<file path="src/rtl/multicycle_control_unit_pkg.sv">
// mc_ctrl_pkg: shared types and constants for the multicycle RV32I control unit.
//   state_t  - FSM state encoding (4 bits)
//   alu_op_t - coarse ALU request from the FSM to the ALU decoder
//   OP_*     - major opcodes, ALU_* - alu_control encodings, *_SEL - mux selects
//   imm_of() - immediate format implied by an opcode
package mc_ctrl_pkg;

  typedef enum logic [3:0] {
    FETCH, DECODE, MEMADR, MEMREAD, MEMWB, MEMWRITE,
    EXECR, EXECI, ALUWB, BRANCH, JAL, LUI, TRAP
  } state_t;

  typedef enum logic [1:0] {ALUOP_ADD, ALUOP_SUB, ALUOP_FUNCT} alu_op_t;

  localparam logic [6:0] OP_LOAD   = 7'b0000011;
  localparam logic [6:0] OP_STORE  = 7'b0100011;
  localparam logic [6:0] OP_RTYPE  = 7'b0110011;
  localparam logic [6:0] OP_ITYPE  = 7'b0010011;
  localparam logic [6:0] OP_BRANCH = 7'b1100011;
  localparam logic [6:0] OP_JAL    = 7'b1101111;
  localparam logic [6:0] OP_LUI    = 7'b0110111;

  localparam logic [3:0] ALU_ADD  = 4'b0000;
  localparam logic [3:0] ALU_SLL  = 4'b0001;
  localparam logic [3:0] ALU_SUB  = 4'b0010;
  localparam logic [3:0] ALU_SLT  = 4'b0011;
  localparam logic [3:0] ALU_XOR  = 4'b0100;
  localparam logic [3:0] ALU_SRL  = 4'b0101;
  localparam logic [3:0] ALU_OR   = 4'b0110;
  localparam logic [3:0] ALU_AND  = 4'b0111;
  localparam logic [3:0] ALU_SLTU = 4'b1011;
  localparam logic [3:0] ALU_SRA  = 4'b1101;

  localparam logic       ADR_PC     = 1'b0;
  localparam logic       ADR_ALUOUT = 1'b1;
  localparam logic [1:0] RES_ALUOUT = 2'b00;
  localparam logic [1:0] RES_DATA   = 2'b01;
  localparam logic [1:0] RES_ALU    = 2'b10;
  localparam logic [1:0] SRCA_PC    = 2'b00;
  localparam logic [1:0] SRCA_OLDPC = 2'b01;
  localparam logic [1:0] SRCA_REG   = 2'b10;
  localparam logic [1:0] SRCA_ZERO  = 2'b11;
  localparam logic [1:0] SRCB_WD    = 2'b00;
  localparam logic [1:0] SRCB_IMM   = 2'b01;
  localparam logic [1:0] SRCB_FOUR  = 2'b10;
  localparam logic [2:0] IMM_I = 3'b000;
  localparam logic [2:0] IMM_S = 3'b001;
  localparam logic [2:0] IMM_B = 3'b010;
  localparam logic [2:0] IMM_J = 3'b011;
  localparam logic [2:0] IMM_U = 3'b100;

  function automatic logic [2:0] imm_of(input logic [6:0] op);
    case (op)
      OP_STORE:  return IMM_S;
      OP_BRANCH: return IMM_B;
      OP_JAL:    return IMM_J;
      OP_LUI:    return IMM_U;
      default:   return IMM_I;
    endcase
  endfunction

endpackage

</file>
<file path="src/rtl/multicycle_control_unit_if.sv">
// mc_ctrl_if: control unit <-> multicycle datapath bundle.
//   master: control unit (decode fields, ALU flags, mem_ready in; strobes/selects out)
//   slave : datapath side (mirror image)
interface mc_ctrl_if #(parameter int ALUCTRL_W = 4) ();
  logic [6:0]           op;
  logic [2:0]           funct3;
  logic                 funct7b5;
  logic                 zero, negative, carry, overflow;
  logic                 mem_ready;
  logic                 mem_req, adr_src, mem_write, ir_write, pc_write, reg_write;
  logic [1:0]           result_src, alu_src_a, alu_src_b;
  logic [2:0]           imm_src;
  logic [ALUCTRL_W-1:0] alu_control;

  modport master (
    input  op, funct3, funct7b5, zero, negative, carry, overflow, mem_ready,
    output mem_req, adr_src, mem_write, ir_write, pc_write, reg_write,
           result_src, alu_src_a, alu_src_b, imm_src, alu_control
  );
  modport slave (
    output op, funct3, funct7b5, zero, negative, carry, overflow, mem_ready,
    input  mem_req, adr_src, mem_write, ir_write, pc_write, reg_write,
           result_src, alu_src_a, alu_src_b, imm_src, alu_control
  );
endinterface

</file>
<file path="src/rtl/multicycle_control_unit_alu_decoder.sv">
// mc_alu_decoder: combinational ALU operation decoder.
//   i_alu_op        - add / sub / decode-from-funct request
//   i_funct3, i_funct7b5, i_op5 - instruction fields
//   o_alu_control   - low ALUCTRL_W bits of the 4-bit ALU encoding
//   o_illegal       - funct fields name an op not encodable at this width
//                     (only meaningful for R/I-type instructions)
module mc_alu_decoder
  import mc_ctrl_pkg::*;
#(
  parameter int ALUCTRL_W = 4
) (
  input  alu_op_t              i_alu_op,
  input  logic [2:0]           i_funct3,
  input  logic                 i_funct7b5,
  input  logic                 i_op5,
  output logic [ALUCTRL_W-1:0] o_alu_control,
  output logic                 o_illegal
);
  logic [3:0] w_full;

  always_comb begin
    w_full = ALU_ADD;
    case (i_alu_op)
      ALUOP_SUB: w_full = ALU_SUB;
      ALUOP_FUNCT: begin
        case (i_funct3)
          3'b000:  w_full = (i_op5 && i_funct7b5) ? ALU_SUB : ALU_ADD; // subtract is R-type only
          3'b001:  w_full = ALU_SLL;
          3'b010:  w_full = ALU_SLT;
          3'b011:  w_full = ALU_SLTU;
          3'b100:  w_full = ALU_XOR;
          3'b101:  w_full = i_funct7b5 ? ALU_SRA : ALU_SRL;
          3'b110:  w_full = ALU_OR;
          default: w_full = ALU_AND;
        endcase
      end
      default: w_full = ALU_ADD;
    endcase
  end

  assign o_alu_control = w_full[ALUCTRL_W-1:0];

  // A 3-bit ALU has no slt/sltu, and sra would alias onto srl.
  assign o_illegal = (ALUCTRL_W < 4) &&
                     ((i_funct3 == 3'b010) || (i_funct3 == 3'b011) ||
                      ((i_funct3 == 3'b101) && i_funct7b5));
endmodule

</file>
<file path="src/rtl/multicycle_control_unit.sv">
// multicycle_control_unit: RV32I multicycle control FSM.
//   i_clk   - rising-edge clock
//   i_rst_n - synchronous active-low reset; also masks all write/request strobes
//   bus     - mc_ctrl_if master: instruction fields, ALU flags, mem_ready in;
//             datapath strobes and mux selects out
//   o_illegal_instr - sticky flag, set on entering TRAP
module multicycle_control_unit
  import mc_ctrl_pkg::*;
#(
  parameter int ALUCTRL_W     = 4,
  parameter bit MEM_HANDSHAKE = 1'b1,
  parameter bit ILLEGAL_TRAP  = 1'b1
) (
  input  logic      i_clk,
  input  logic      i_rst_n,
  mc_ctrl_if.master bus,
  output logic      o_illegal_instr
);
  state_t  r_state, w_next, w_ill_state;
  logic    r_illegal;
  logic    w_ready, w_taken, w_dec_illegal;
  logic    w_mem_req, w_mem_write, w_ir_write, w_pc_write, w_reg_write;
  alu_op_t w_alu_op;

  assign w_ready     = bus.mem_ready || (MEM_HANDSHAKE == 1'b0);
  assign w_ill_state = ILLEGAL_TRAP ? TRAP : FETCH;

  mc_alu_decoder #(.ALUCTRL_W(ALUCTRL_W)) u_alu_dec (
    .i_alu_op      (w_alu_op),
    .i_funct3      (bus.funct3),
    .i_funct7b5    (bus.funct7b5),
    .i_op5         (bus.op[5]),
    .o_alu_control (bus.alu_control),
    .o_illegal     (w_dec_illegal)
  );

  always_comb begin
    case (bus.funct3)
      3'b000:  w_taken = bus.zero;
      3'b001:  w_taken = ~bus.zero;
      3'b100:  w_taken = bus.negative ^ bus.overflow;
      3'b101:  w_taken = ~(bus.negative ^ bus.overflow);
      3'b110:  w_taken = ~bus.carry;   // carry=1 means no borrow: a >= b unsigned
      3'b111:  w_taken = bus.carry;
      default: w_taken = 1'b0;
    endcase
  end

  always_ff @(posedge i_clk) begin
    if (!i_rst_n) begin
      r_state   <= FETCH;
      r_illegal <= 1'b0;
    end else begin
      r_state <= w_next;
      if (w_next == TRAP) r_illegal <= 1'b1;
    end
  end

  // All illegal-instruction detection happens in DECODE so nothing has
  // been written when the trap / NOP decision is taken.
  always_comb begin
    w_next = FETCH;
    case (r_state)
      FETCH:    w_next = w_ready ? DECODE : FETCH;
      DECODE: begin
        case (bus.op)
          OP_LOAD, OP_STORE: w_next = MEMADR;
          OP_RTYPE:  w_next = w_dec_illegal ? w_ill_state : EXECR;
          OP_ITYPE:  w_next = w_dec_illegal ? w_ill_state : EXECI;
          OP_BRANCH: w_next = (bus.funct3[2:1] == 2'b01) ? w_ill_state : BRANCH;
          OP_JAL:    w_next = JAL;
          OP_LUI:    w_next = LUI;
          default:   w_next = w_ill_state;
        endcase
      end
      MEMADR:   w_next = (bus.op == OP_LOAD) ? MEMREAD : MEMWRITE;
      MEMREAD:  w_next = w_ready ? MEMWB : MEMREAD;
      MEMWB:    w_next = FETCH;
      MEMWRITE: w_next = w_ready ? FETCH : MEMWRITE;
      EXECR:    w_next = ALUWB;
      EXECI:    w_next = ALUWB;
      ALUWB:    w_next = FETCH;
      BRANCH:   w_next = FETCH;
      JAL:      w_next = ALUWB;
      LUI:      w_next = ALUWB;
      TRAP:     w_next = TRAP;
      default:  w_next = FETCH;
    endcase
  end

  always_comb begin
    w_mem_req      = 1'b0;
    w_mem_write    = 1'b0;
    w_ir_write     = 1'b0;
    w_pc_write     = 1'b0;
    w_reg_write    = 1'b0;
    w_alu_op       = ALUOP_ADD;
    bus.adr_src    = ADR_PC;
    bus.result_src = RES_ALUOUT;
    bus.alu_src_a  = SRCA_PC;
    bus.alu_src_b  = SRCB_WD;
    bus.imm_src    = IMM_I;
    case (r_state)
      FETCH: begin
        w_mem_req      = 1'b1;
        w_ir_write     = w_ready;
        w_pc_write     = w_ready;
        bus.alu_src_b  = SRCB_FOUR;
        bus.result_src = RES_ALU;
      end
      DECODE: begin
        bus.alu_src_a = SRCA_OLDPC;   // OldPC+imm -> ALUOut as branch/jal target
        bus.alu_src_b = SRCB_IMM;
        bus.imm_src   = imm_of(bus.op);
      end
      MEMADR: begin
        bus.alu_src_a = SRCA_REG;
        bus.alu_src_b = SRCB_IMM;
        bus.imm_src   = imm_of(bus.op);
      end
      MEMREAD: begin
        w_mem_req   = 1'b1;
        bus.adr_src = ADR_ALUOUT;
      end
      MEMWB: begin
        bus.result_src = RES_DATA;
        w_reg_write    = 1'b1;
      end
      MEMWRITE: begin
        w_mem_req   = 1'b1;
        w_mem_write = 1'b1;
        bus.adr_src = ADR_ALUOUT;
      end
      EXECR: begin
        bus.alu_src_a = SRCA_REG;
        w_alu_op      = ALUOP_FUNCT;
      end
      EXECI: begin
        bus.alu_src_a = SRCA_REG;
        bus.alu_src_b = SRCB_IMM;
        bus.imm_src   = imm_of(bus.op);
        w_alu_op      = ALUOP_FUNCT;
      end
      ALUWB:  w_reg_write = 1'b1;
      BRANCH: begin
        bus.alu_src_a = SRCA_REG;
        w_alu_op      = ALUOP_SUB;
        w_pc_write    = w_taken;
      end
      JAL: begin
        bus.alu_src_a = SRCA_OLDPC;   // OldPC+4 -> ALUOut for the link write
        bus.alu_src_b = SRCB_FOUR;
        w_pc_write    = 1'b1;
      end
      LUI: begin
        bus.alu_src_a = SRCA_ZERO;
        bus.alu_src_b = SRCB_IMM;
        bus.imm_src   = imm_of(bus.op);
      end
      default: ;
    endcase
  end

  assign bus.mem_req   = w_mem_req   & i_rst_n;
  assign bus.mem_write = w_mem_write & i_rst_n;
  assign bus.ir_write  = w_ir_write  & i_rst_n;
  assign bus.pc_write  = w_pc_write  & i_rst_n;
  assign bus.reg_write = w_reg_write & i_rst_n;
  assign o_illegal_instr = r_illegal;
endmodule

</file>
<file path="src/flat_wrapper.sv">
// flat-port wrapper written by rule: the top's interface ports become plain ports
module multicycle_control_unit_flat import mc_ctrl_pkg::*;
#(
  parameter int ALUCTRL_W     = 4,
  parameter bit MEM_HANDSHAKE = 1'b1,
  parameter bit ILLEGAL_TRAP  = 1'b1
)
  (i_clk, i_rst_n, o_illegal_instr, bus_op, bus_funct3, bus_funct7b5, bus_zero, bus_negative, bus_carry, bus_overflow, bus_mem_ready, bus_mem_req, bus_adr_src, bus_mem_write, bus_ir_write, bus_pc_write, bus_reg_write, bus_result_src, bus_alu_src_a, bus_alu_src_b, bus_imm_src, bus_alu_control);
  mc_ctrl_if #(.ALUCTRL_W(ALUCTRL_W)) bus_i ();
  input  logic i_clk;
  input  logic i_rst_n;
  output logic o_illegal_instr;
  input wire logic [$bits(bus_i.op)-1:0] bus_op;
  input wire logic [$bits(bus_i.funct3)-1:0] bus_funct3;
  input wire logic [$bits(bus_i.funct7b5)-1:0] bus_funct7b5;
  input wire logic [$bits(bus_i.zero)-1:0] bus_zero;
  input wire logic [$bits(bus_i.negative)-1:0] bus_negative;
  input wire logic [$bits(bus_i.carry)-1:0] bus_carry;
  input wire logic [$bits(bus_i.overflow)-1:0] bus_overflow;
  input wire logic [$bits(bus_i.mem_ready)-1:0] bus_mem_ready;
  output wire logic [$bits(bus_i.mem_req)-1:0] bus_mem_req;
  output wire logic [$bits(bus_i.adr_src)-1:0] bus_adr_src;
  output wire logic [$bits(bus_i.mem_write)-1:0] bus_mem_write;
  output wire logic [$bits(bus_i.ir_write)-1:0] bus_ir_write;
  output wire logic [$bits(bus_i.pc_write)-1:0] bus_pc_write;
  output wire logic [$bits(bus_i.reg_write)-1:0] bus_reg_write;
  output wire logic [$bits(bus_i.result_src)-1:0] bus_result_src;
  output wire logic [$bits(bus_i.alu_src_a)-1:0] bus_alu_src_a;
  output wire logic [$bits(bus_i.alu_src_b)-1:0] bus_alu_src_b;
  output wire logic [$bits(bus_i.imm_src)-1:0] bus_imm_src;
  output wire logic [$bits(bus_i.alu_control)-1:0] bus_alu_control;
  assign bus_i.op = bus_op;
  assign bus_i.funct3 = bus_funct3;
  assign bus_i.funct7b5 = bus_funct7b5;
  assign bus_i.zero = bus_zero;
  assign bus_i.negative = bus_negative;
  assign bus_i.carry = bus_carry;
  assign bus_i.overflow = bus_overflow;
  assign bus_i.mem_ready = bus_mem_ready;
  assign bus_mem_req = bus_i.mem_req;
  assign bus_adr_src = bus_i.adr_src;
  assign bus_mem_write = bus_i.mem_write;
  assign bus_ir_write = bus_i.ir_write;
  assign bus_pc_write = bus_i.pc_write;
  assign bus_reg_write = bus_i.reg_write;
  assign bus_result_src = bus_i.result_src;
  assign bus_alu_src_a = bus_i.alu_src_a;
  assign bus_alu_src_b = bus_i.alu_src_b;
  assign bus_imm_src = bus_i.imm_src;
  assign bus_alu_control = bus_i.alu_control;
  multicycle_control_unit #(.ALUCTRL_W(ALUCTRL_W), .MEM_HANDSHAKE(MEM_HANDSHAKE), .ILLEGAL_TRAP(ILLEGAL_TRAP)) u_core (.i_clk(i_clk), .i_rst_n(i_rst_n), .bus(bus_i), .o_illegal_instr(o_illegal_instr));
endmodule
</file>
<file path="config.mk">
export PLATFORM = sky130hd
export DESIGN_NAME = multicycle_control_unit_flat
export DESIGN_NICKNAME = d
export VERILOG_FILES = /design/src/rtl/multicycle_control_unit_pkg.sv /design/src/rtl/multicycle_control_unit_if.sv /design/src/rtl/multicycle_control_unit_alu_decoder.sv /design/src/rtl/multicycle_control_unit.sv /design/src/flat_wrapper.sv
export SDC_FILE = /design/constraint.sdc
export NUM_CORES = 1
export LEC_CHECK = 0
export ABC_AREA = 1
export ABC_CLOCK_PERIOD_IN_PS = 1950
export CAP_MARGIN = 40
export CELL_PAD_IN_SITES_DETAIL_PLACEMENT = 1
export CELL_PAD_IN_SITES_GLOBAL_PLACEMENT = 1
export CORE_MARGIN = 1.5
export CORE_UTILIZATION = 27
export CTS_BUF_LIST = sky130_fd_sc_hd__clkbuf_8
export DETAILED_ROUTE_END_ITERATION = 12
export GPL_TIMING_DRIVEN = 0
export PLACE_DENSITY = 0.92
export SLEW_MARGIN = 20
export SYNTH_ARGS = -nofsm -noshare
export SYNTH_HDL_FRONTEND = slang
export SYNTH_HIERARCHICAL = 1
export SYNTH_SLANG_ARGS = --single-unit
export TNS_END_PERCENT = 30
</file>
<file path="constraint.sdc">
create_clock -name i_clk -period 1.95 [get_ports i_clk]
set_input_delay 0.195 -clock i_clk [delete_from_list [all_inputs] [get_ports i_clk]]
set_output_delay 0.195 -clock i_clk [all_outputs]
set_load 0.05 [all_outputs]
</file>
Yosys cells after proc, flatten, opt, wreduce, memory -nomap -nowiden
Cells that the tools add are included.
{"block": "op_classes", "eq_ne": 30, "mux": 24, "n_bitwise": 9, "n_reduce_logical": 13}
{"operator": "$pmux 4 s7", "n": 2}
{"operator": "$eq 4x4->1 const B", "n": 6}
{"operator": "$pmux 4 s6", "n": 1}
{"operator": "$eq 7x6->1 const B", "n": 3}
{"operator": "$eq 4x3->1 const B", "n": 4}
{"operator": "$mux 3", "n": 5}
{"operator": "$eq 7x7->1 const B", "n": 2}
{"operator": "$eq 3x3->1 const B", "n": 4}
{"operator": "$pmux 2 s2", "n": 3}
{"operator": "$pmux 3 s4", "n": 1}
{"operator": "$reduce_or 2->1", "n": 6}
{"operator": "$reduce_or 4->1", "n": 3}
{"operator": "$eq 4x2->1 const B", "n": 2}
{"operator": "$pmux 4 s2", "n": 1}
{"operator": "$eq 7x2->1 const B", "n": 1}
{"operator": "$eq 7x5->1 const B", "n": 1}
{"operator": "$eq 3x2->1 const B", "n": 2}
{"operator": "$mux 1", "n": 6}
{"operator": "$pmux 1 s6", "n": 1}
{"operator": "$pmux 2 s3", "n": 1}
{"operator": "$and 1x1->1", "n": 5}
{"operator": "$eq 2x1->1 const B", "n": 2}
{"operator": "$eq 4x1->1 const B", "n": 1}
{"operator": "$logic_not 4->1", "n": 1}
{"operator": "other kinds (10)", "n": 12}
{"block": "totals", "register_bits": 5, "input_bits": 18, "output_inout_bits": 20, "word_cells": 78}

Depth between registers and ports, before layout
Gate-level depths: netlist of run 1.
{"block": "logic_depth", "word_depth": 5, "ltp_mapped": 11, "mapped_depth_nobuf": 11}

Modules after synthesis
The synthesis of run 1 kept the hierarchy.
{"mod": "multicycle_control_unit", "instances": 1, "cells_per_inst": 140, "area_per_inst_um2": 725.7, "seq_area_each_um2": 100.1}
{"mod": "mc_alu_decoder", "instances": 1, "cells_per_inst": 26, "area_per_inst_um2": 130.1, "seq_area_each_um2": 0.0}

Worst setup path after synthesis of run 1
Ideal clock, no wire load.
{"block": "synth_timing", "kind": "register to output", "from": "register u_core.r_state[3]", "to": "output bus_alu_control[2]", "t_arrival_ns": 2.256, "required_time_ns": 1.755, "setup_slack_ns": -0.501, "path_stages_with_launch": 8, "n_path_buf": 0, "cell_sequence": "dfxtp_1 > inv_1 > nor2_1 > inv_1 > nor2_1 > inv_1 > ha_1 > nor3_1"}
{"block": "synth_between", "elab_chain_cells": 5, "word_cells_on_any_way": 8, "cone_classes": "eq/ne (5); mux (2); reduce/logical (1)"}
{"element": "from (decl)", "line_no": "multicycle_control_unit.sv:19", "rtl": "state_t r_state, w_next, w_ill_state;"}
{"element": "from (signal assigned)", "line_no": "multicycle_control_unit.sv:54", "rtl": "r_state <= w_next;"}
{"element": "$eq 4x3->1, on equally long branches"}
{"element": "$reduce_or 2->1 (no line)"}
{"element": "$pmux 2 s2 (*)", "line_no": "multicycle_control_unit.sv:103", "rtl": "case (r_state)"}
{"element": "named net u_core.w_alu_op[0]", "line_no": "multicycle_control_unit.sv:23", "rtl": "alu_op_t w_alu_op;"}
{"element": "$eq 2x2->1 or $eq 2x1->1 (tied branches)", "line_no": "multicycle_control_unit_alu_decoder.sv:23", "rtl": "case (i_alu_op)"}
{"element": "$pmux 4 s2 (*)", "line_no": "multicycle_control_unit_alu_decoder.sv:23"}
{"element": "to (decl)", "line_no": "flat_wrapper.sv:31", "rtl": "output wire logic [$bits(bus_i.alu_control)-1:0] bus_alu_control;"}
Mark *: on every way through the listed nets, which the timed path passes. The rest lies on a longest branch.

Worst setup path after layout of run 1
{"block": "layout_timing", "from": "register u_core.r_state[3]", "to": "output bus_alu_control[3]"}
Same word-level chain as after synthesis.

==> results of run 1 <==
-- Yosys cell counts --
cell type	number	area, um2
ha_1	2	25.02
nand2_2	1	6.260
buf_4	1	7.510
nor3_1	2	10.01
o211ai_1	3	22.52
nand4_1	4	25.02
xnor2_1	1	8.760
clkinv_1	1	3.750
inv_1	31	116.4
a21oi_1	7	35.03
nand3_1	14	70.07
o21ai_1	1	5.000
inv_2	4	15.01
conb_1	1	3.750
nor2_4	4	45.04
o21ai_0	5	25.02
nand3_2	1	10.01
nor2_2	2	12.51
nand2_1	40	150.1
a31oi_1	2	12.51
a21oi_2	2	17.52
o221ai_1	1	8.760
a211oi_1	1	7.510
nor2_1	30	112.6
dfxtp_1	5	100.1
-- where the power goes --
group / switching (W) / total, W / leakage [nW] / internal (W)
sequential: 0.00000661 / 0.000115 / 0.0417 / 0.000108
combinational: 0.000172 / 0.000255 / 0.543 / 0.0000831
clock: 0.0000501 / 0.000185 / 0.0269 / 0.000135
-- cells in the final DEF (no fill, tap or decap), types with 2 or more instances in the layout --
cell,count
nor2_4,6
clkbuf_2,5
nor2_2,3
inv_1,30
o21ai_0,5
buf_4,5
a21oi_1,6
o211ai_1,3
clkdlybuf4s50_1,18
nand2_1,39
inv_2,6
nor2_1,27
dfxtp_1,3
nand3_1,14
a31oi_1,2
buf_6,3
a21oi_2,3
dfxtp_2,2
dlygate4sd2_1,4
nand4_1,4
buf_2,2
clkbuf_8,3
nand2_2,2
-- stage by stage --
stage	setup slack [ns]	cell area [um2]	std cells	hold WS, ns
floorplan	-0.1840	864.6	166	0.3925
global placement	-0.6109	1290	247	0.4523
detailed placement	-0.6840	1290	247	0.4594
CTS	-0.07389	1346	251	0.4643
global route	-0.1312	1324	251	0.4820
finish	-0.008894	1324	251	0.4623
-- worst max-delay path by stage --
stage	slack (ns)	start	endpoint
after global routing	-0.13	u_core/r_state[3]	bus_alu_control[3]
after detailed placement	-0.68	u_core/r_state[3]	bus_alu_control[3]
final	-0.009	u_core/r_state[3]	bus_alu_control[3]
after CTS	-0.07	u_core/r_state[3]	bus_alu_control[3]
after global placement	-0.61	u_core/r_state[3]	bus_alu_control[3]
after floorplan	-0.18	u_core/r_state[2]	bus_imm_src[0]
-- cell families (layout without fill, tap and decap cells) --
family | Yosys count | count (layout) | share of synthesized area [%]
DFF | 5 | 5 | 11.70
AOI/OAI and AO/OA | 22 | 22 | 15.64
other | 1 | 1 | 0.4382
buffers and inverters | 37 | 78 | 16.67
and+or+nand+nor | 98 | 98 | 51.61
adders and majority gates | 2 | 2 | 2.924
xor gates and xnor gates | 1 | 1 | 1.024
-- flip-flops by register name, summed over array words and instances (netlist names) --
register,count
u_core/o_illegal_instr,1
u_core/r_state,4
-- final cells by class --
cell class                 instances  area share (%)
timing repair buffer              37           24.48
buffer                             1          0.5671
tap                               44           4.159
clock inverter                     1          0.2836
clock buffer                       3           3.119
inverter                          36           10.21
multi-input combinational        124           49.43
sequential                         5           7.750
-- worst reg2reg max path: cells and delay by family, from the launching register on --
family	cells	cell delay, ns
and+or+nand+nor	6	0.70
DFF	1	0.41
AOI/OAI and AO/OA	2	0.20
-- metal layers --
layer / up-vias / track usage, % / share of wire [%]
met5: - / 0 / 0
met4: 0 / 3.896 / 0
met3: 0 / 2.620 / 2.5
met2: 19 / 32.18 / 52
met1: 533 / 19.13 / 45
li1: 602 / - / -
-- timing repair --
action,4_1_cts,5_1_grt
hold endpoints to repair,0,0
setup endpoints to repair,19,15
pin swaps,1,0
gates resized for setup,72,18
==> results.sh, run 1 <==
export IMPL_worstPathCellList="inv_1 > nor2_2 > inv_2 > nor2_4 > inv_1 > ha_4 > nor2_2 > nand2_1 > a21oi_2 > buf_6"
export IMPL_die_area_um2=3516
export IMPL_cp_slowest_stage_delay_ns=0.35
export IMPL_min_to="u_core/o_illegal_instr"
export IMPL_path_delay_family="simple AND/OR/NAND/NOR gates"
export IMPL_syn_area_per_cell_um2=5.156
export IMPL_hpwlAfterDp_um=2376
export IMPL_critical_path_class="reg2out"
export IMPL_gr_total_overflow=0
export IMPL_synth_seq_cells=5
export IMPL_fin_ws_ns=-0.008894
export IMPL_via_per_inst=4.598
export IMPL_drc=0
export IMPL_fmax_mhz=510.5
export IMPL_initial_core_util_pct=28.26
export IMPL_grt_pass1_wl_um=4581
export IMPL_die_width_um=59.30
export IMPL_powerDensity_nw_per_um2=419.4
export IMPL_yosysWarnings=6
export IMPL_power_leakage_nw=0.6115
export IMPL_tritoncts="built"
export IMPL_r2r_start="u_core/r_state[2]"
export IMPL_r2r_end="u_core/o_illegal_instr"
export IMPL_final_max_slew_viol_count=0
export IMPL_maxCapViolCount=0
export IMPL_syn2layout_area_growth_pct=54.68
export IMPL_ys_types=25
export IMPL_antenna_found_initial=0
export IMPL_numClockSinks=5
export IMPL_cts_made_buffers=3
export IMPL_worstHoldStart="u_core/o_illegal_instr"
export IMPL_first_pass_iters=4
export IMPL_die_h_um=59.30
export IMPL_fin_setup_tns_ns=-0.01286
export IMPL_cts_buffer_depth=2
export IMPL_seqCellArea_um2=102.6
export IMPL_layout_drive_gt1_share_pct=21.26
export IMPL_fillers=433
export IMPL_insertedDiodeCount=0
export IMPL_multiInputGateArea_um2=654.4
export IMPL_violations="negative setup slack"
export IMPL_num_rows=20
export IMPL_post_route_period_util_pct=100.5
export IMPL_setup_viol=2
export IMPL_hold_path_class="reg2reg"
export IMPL_required_ns=1.75
export IMPL_hold_depth=2
export IMPL_arrival_ns=1.76
export IMPL_io_buffers=37
export IMPL_worst_clock_skew_ns=0.0001843
export IMPL_syn_area_um2=855.8
export IMPL_routed_wirelength_um=2767
export IMPL_worstSetupStartpointType="flip-flop"
export IMPL_utilization_pct=43.72
export IMPL_total_power_w=0.0005552
export IMPL_grt_pass1_vias=1129
export IMPL_cts_hold_buf=0
export IMPL_crit_fanout=4
export IMPL_crit_slowest_cell="dfxtp_2"
export IMPL_drt_iter0_markers=25
export IMPL_groute_usage_overall_pct=16.82
export IMPL_cp_num_buf_inv=4
export IMPL_htree_levels=1
export IMPL_core_region_area_um2=3028
export IMPL_finalHoldViolCount=0
export IMPL_place_congestion=0.7933
export IMPL_grt_start_max_net_pins=10
export IMPL_clockRootBuffer="clkbuf_8"
export IMPL_ys_seq_area_share_pct=11.70
export IMPL_ant_nets=0
export IMPL_clock_latency_ns=0.22
export IMPL_nets=228
export IMPL_ir_drop_uv=266.8
export IMPL_post_route_min_period_ns=1.959
export IMPL_post_cts_buffers=0
export IMPL_wl_per_cell_um=11.02
export IMPL_r2r_cells=8
export IMPL_synthCells=166
export IMPL_rsz0062_at_grt="true"
export IMPL_r2r_slack_ns=0.56
export IMPL_synth_nets=186
export IMPL_num_vias=1154
export IMPL_cp_depth=10
export IMPL_clk_transition_reported_paths_ns=0.04
export IMPL_outcome="finished, violations left"
export IMPL_ios=38
export IMPL_cp_end_kind="output pin"
No activity file was read; power rests on OpenSTA's default activity.
==> run 2, diff against run 1 <==
- ABC_AREA: 1 -> not set
- CORE_UTILIZATION: 27 -> 29
- PLACE_DENSITY: 0.92 -> 0.91
==> run 2 against run 1 <==
- sequential cell count unchanged
- synthesized cell count decreased by 20%
- via count is 0.35% lower
- core utilization increased by 6.4 points
- global-route usage is 2.8 points higher
- die area decreased by 4.0%
- sequential power increased by 19%
- power is 68% higher
- combinational power grew 140%
- wire length is 16% higher
- sequential share of layout area decreased by 0.34 points
- the run ends with design-rule violations, negative setup slack left
- worst hold slack improved by 0.0071 ns
==> results.sh, run 2 <==
export IMPL_outcome="finished, violations left"
export IMPL_violations="design-rule violations, negative setup slack"
export IMPL_tightest_slew_ns=0.4956
export IMPL_clock_latency_ns=0.22
export IMPL_r2r_slack_ns=0.32
export IMPL_grt_pass1_wl_um=5333
export IMPL_drt_iter0_markers=27
export IMPL_utilization_pct=50.15
export IMPL_syn_area_per_cell_um2=6.623
export IMPL_fillers=354
export IMPL_hpwlAfterDp_um=2453
export IMPL_nets=195
export IMPL_place_congestion=0.9341
export IMPL_seqPwrFrac_pct=14.7
export IMPL_tritoncts="built"
export IMPL_clk_transition_reported_paths_ns=0.04
export IMPL_groute_usage_overall_pct=19.61
export IMPL_die_h_um=58.11
export IMPL_powerDensity_nw_per_um2=655.8
export IMPL_yosysWarnings=6
export IMPL_crit_fanout=10
export IMPL_largest_reg_flops=4
export IMPL_seqCellArea_um2=105.1
export IMPL_cts_buffer_depth=2
export IMPL_grt_pass1_vias=1144
export IMPL_ant_nets=0
export IMPL_drc=3
export IMPL_grt_start_max_net_pins=11
export IMPL_critical_path_class="reg2out"
export IMPL_netSwitchingPower_w=0.0004619
export IMPL_rsz0062_at_grt="true"
export IMPL_maxCapViolCount=0
export IMPL_fin_ws_ns=-0.01640
export IMPL_die_width_um=58.11
export IMPL_initial_core_util_pct=31.14
export IMPL_worstSetupStartpointType="flip-flop"
export IMPL_clockRootBuffer="clkbuf_8"
export IMPL_layout_drive_gt1_share_pct=28.74
export IMPL_async_flop_share_pct=0
export IMPL_synthTopCellsByCount="nor2_1 (17), nand2_1 (15), a21oi_1 (9), o21ai_0 (9), inv_1 (7)"
export IMPL_antenna_found_initial=0
export IMPL_max_slew_margin_pct=66.86
export IMPL_ios=38
export IMPL_fin_setup_tns_ns=-0.02652
export IMPL_num_vias=1150
export IMPL_synthFlopType="dfxtp_1"
export IMPL_power_leakage_nw=0.5959
export IMPL_required_ns=1.75
export IMPL_wl_per_cell_um=15.59
export IMPL_cts_made_buffers=3
export IMPL_cts_hold_buf=0
export IMPL_fin_area_um2=1419
export IMPL_num_rows=19
export IMPL_io_buffers=37
export IMPL_final_cell_mix="nor2_1 (14), nand2_1 (14), clkdlybuf4s50_1 (12), dlygate4sd2_1 (10), o21ai_0 (9)"
export IMPL_p_int_w=0.0004686
export IMPL_fmax_mhz=508.5
export IMPL_syn2layout_area_growth_pct=61.08
export IMPL_pwr_share_comb_pct=65.2
export IMPL_clockPowerShare_pct=20.2
export IMPL_htree_levels=1
export IMPL_ys_types=46
export IMPL_swShare_pct=49.64
export IMPL_ir_drop_uv=442.1
export IMPL_regMostFlops="u_core/r_state"
export IMPL_post_route_min_period_ns=1.966
export IMPL_dpl_instance_area_um2=1309
export IMPL_post_route_period_util_pct=100.8
export IMPL_syn_area_um2=880.8
export IMPL_worst_hold_slack_ns=0.4694
export IMPL_synth_seq_cells=5
export IMPL_multiInputGateArea_um2=817.0
export IMPL_finalHoldViolCount=0
export IMPL_synth_area_leaders="dfxtp_1 (11%), nor2_1 (7.2%), nand2_1 (6.4%)"
export IMPL_cp_end_kind="output pin"
export IMPL_synthCells=133
export IMPL_synth_nets=153
export IMPL_via_per_inst=5.610
export IMPL_setup_viol=2
export IMPL_core_region_area_um2=2829
export IMPL_synth_largest_area_cell="dfxtp_1"
export IMPL_final_max_slew_viol_count=0
export IMPL_post_cts_buffers=0
export IMPL_gr_total_overflow=0
export IMPL_synth_edff_count=0
export IMPL_die_area_um2=3377
export IMPL_insertedDiodeCount=0
export IMPL_first_pass_iters=9
export IMPL_numClockSinks=5
export IMPL_ys_seq_area_share_pct=11.36
export IMPL_routed_wirelength_um=3196
export IMPL_yosysMostFrequentCell="nor2_1"
export IMPL_total_power_w=0.0009305
export IMPL_worst_clock_skew_ns=0.004691
export IMPL_yosys_area_top_type_share_pct=11.36
export IMPL_arrival_ns=1.77
export IMPL_hold_path_class="reg2reg"
[run 2: worst paths after layout]
check | startpoint | end | cells past startpoint
max | u_core/r_state[0] | bus_imm_src[0] | 6
min | u_core/o_illegal_instr | u_core/o_illegal_instr | 1
max reg2reg | u_core/r_state[3] | u_core/o_illegal_instr | 5
min reg2reg | u_core/o_illegal_instr | u_core/o_illegal_instr | 1
[run 2: cell type report]
| cell class | count | area share [%] |
|---|---|---|
| Clock inverter | 1 | 0.3527 |
| Sequential cell | 5 | 7.407 |
| Tap cell | 31 | 2.734 |
| Multi-Input combinational cell | 115 | 57.58 |
| Inverter | 7 | 1.852 |
| Buffer | 6 | 3.351 |
| Timing Repair Buffer | 37 | 23.81 |
| Clock buffer | 3 | 2.910 |
[run 2: what timing repair did]
item                       4_1_cts  5_1_grt
pin swaps                        0        1
setup endpoints to repair       21       16
gates resized for setup         80       32
[run 2: metrics by stage]
step | setup WS, ns | cells
2_1_floorplan | -0.3054 | 133
3_3_place_gp | -0.7039 | 201
3_5_place_dp | -0.7522 | 201
4_1_cts | -0.2033 | 205
5_1_grt | -0.1099 | 205
6_report | -0.01640 | 205
[run 2: cell families (layout without fill, tap and decap cells)]
kind of cell,count (synthesis),count (layout),share of synthesized area (%)
AO/OA/AOI/OAI,36,36,28.69
XOR/XNOR,5,5,6.677
adder cells (fa/ha/maj),2,2,2.840
buffers and inverters,13,54,6.535
flip-flops,5,5,11.36
multiplexers,2,2,2.273
other,1,1,0.4257
AND/OR/NAND/NOR,69,69,41.19
[run 2: critical path: stages (launching register included)]
cell	delay (ns)
dfxtp_2	0.37
buf_6	0.16
nand2_1	0.10
a21oi_2	0.23
a21oi_4	0.11
a2111oi_2	0.33
buf_4	0.25
[run 2: power groups by stage]
stage,registers (W),clock network (W),logic (W)
final,0.000137,0.000188,0.000606
after global routing,0.000138,0.000208,0.000648
after CTS,0.000131,0.000192,0.000581
after detailed placement,0.000130,0,0.000586
after global placement,0.000129,0,0.000576
after floorplan,0.000136,0,0.000385
[run 2: layer usage]
metal	share of wire (%)	up-vias	global-route usage, %
li1	-	569	-
met1	44	554	24.73
met2	52	25	36.36
met3	3.5	2	1.563
met4	0.66	0	3.654
met5	0	-	0
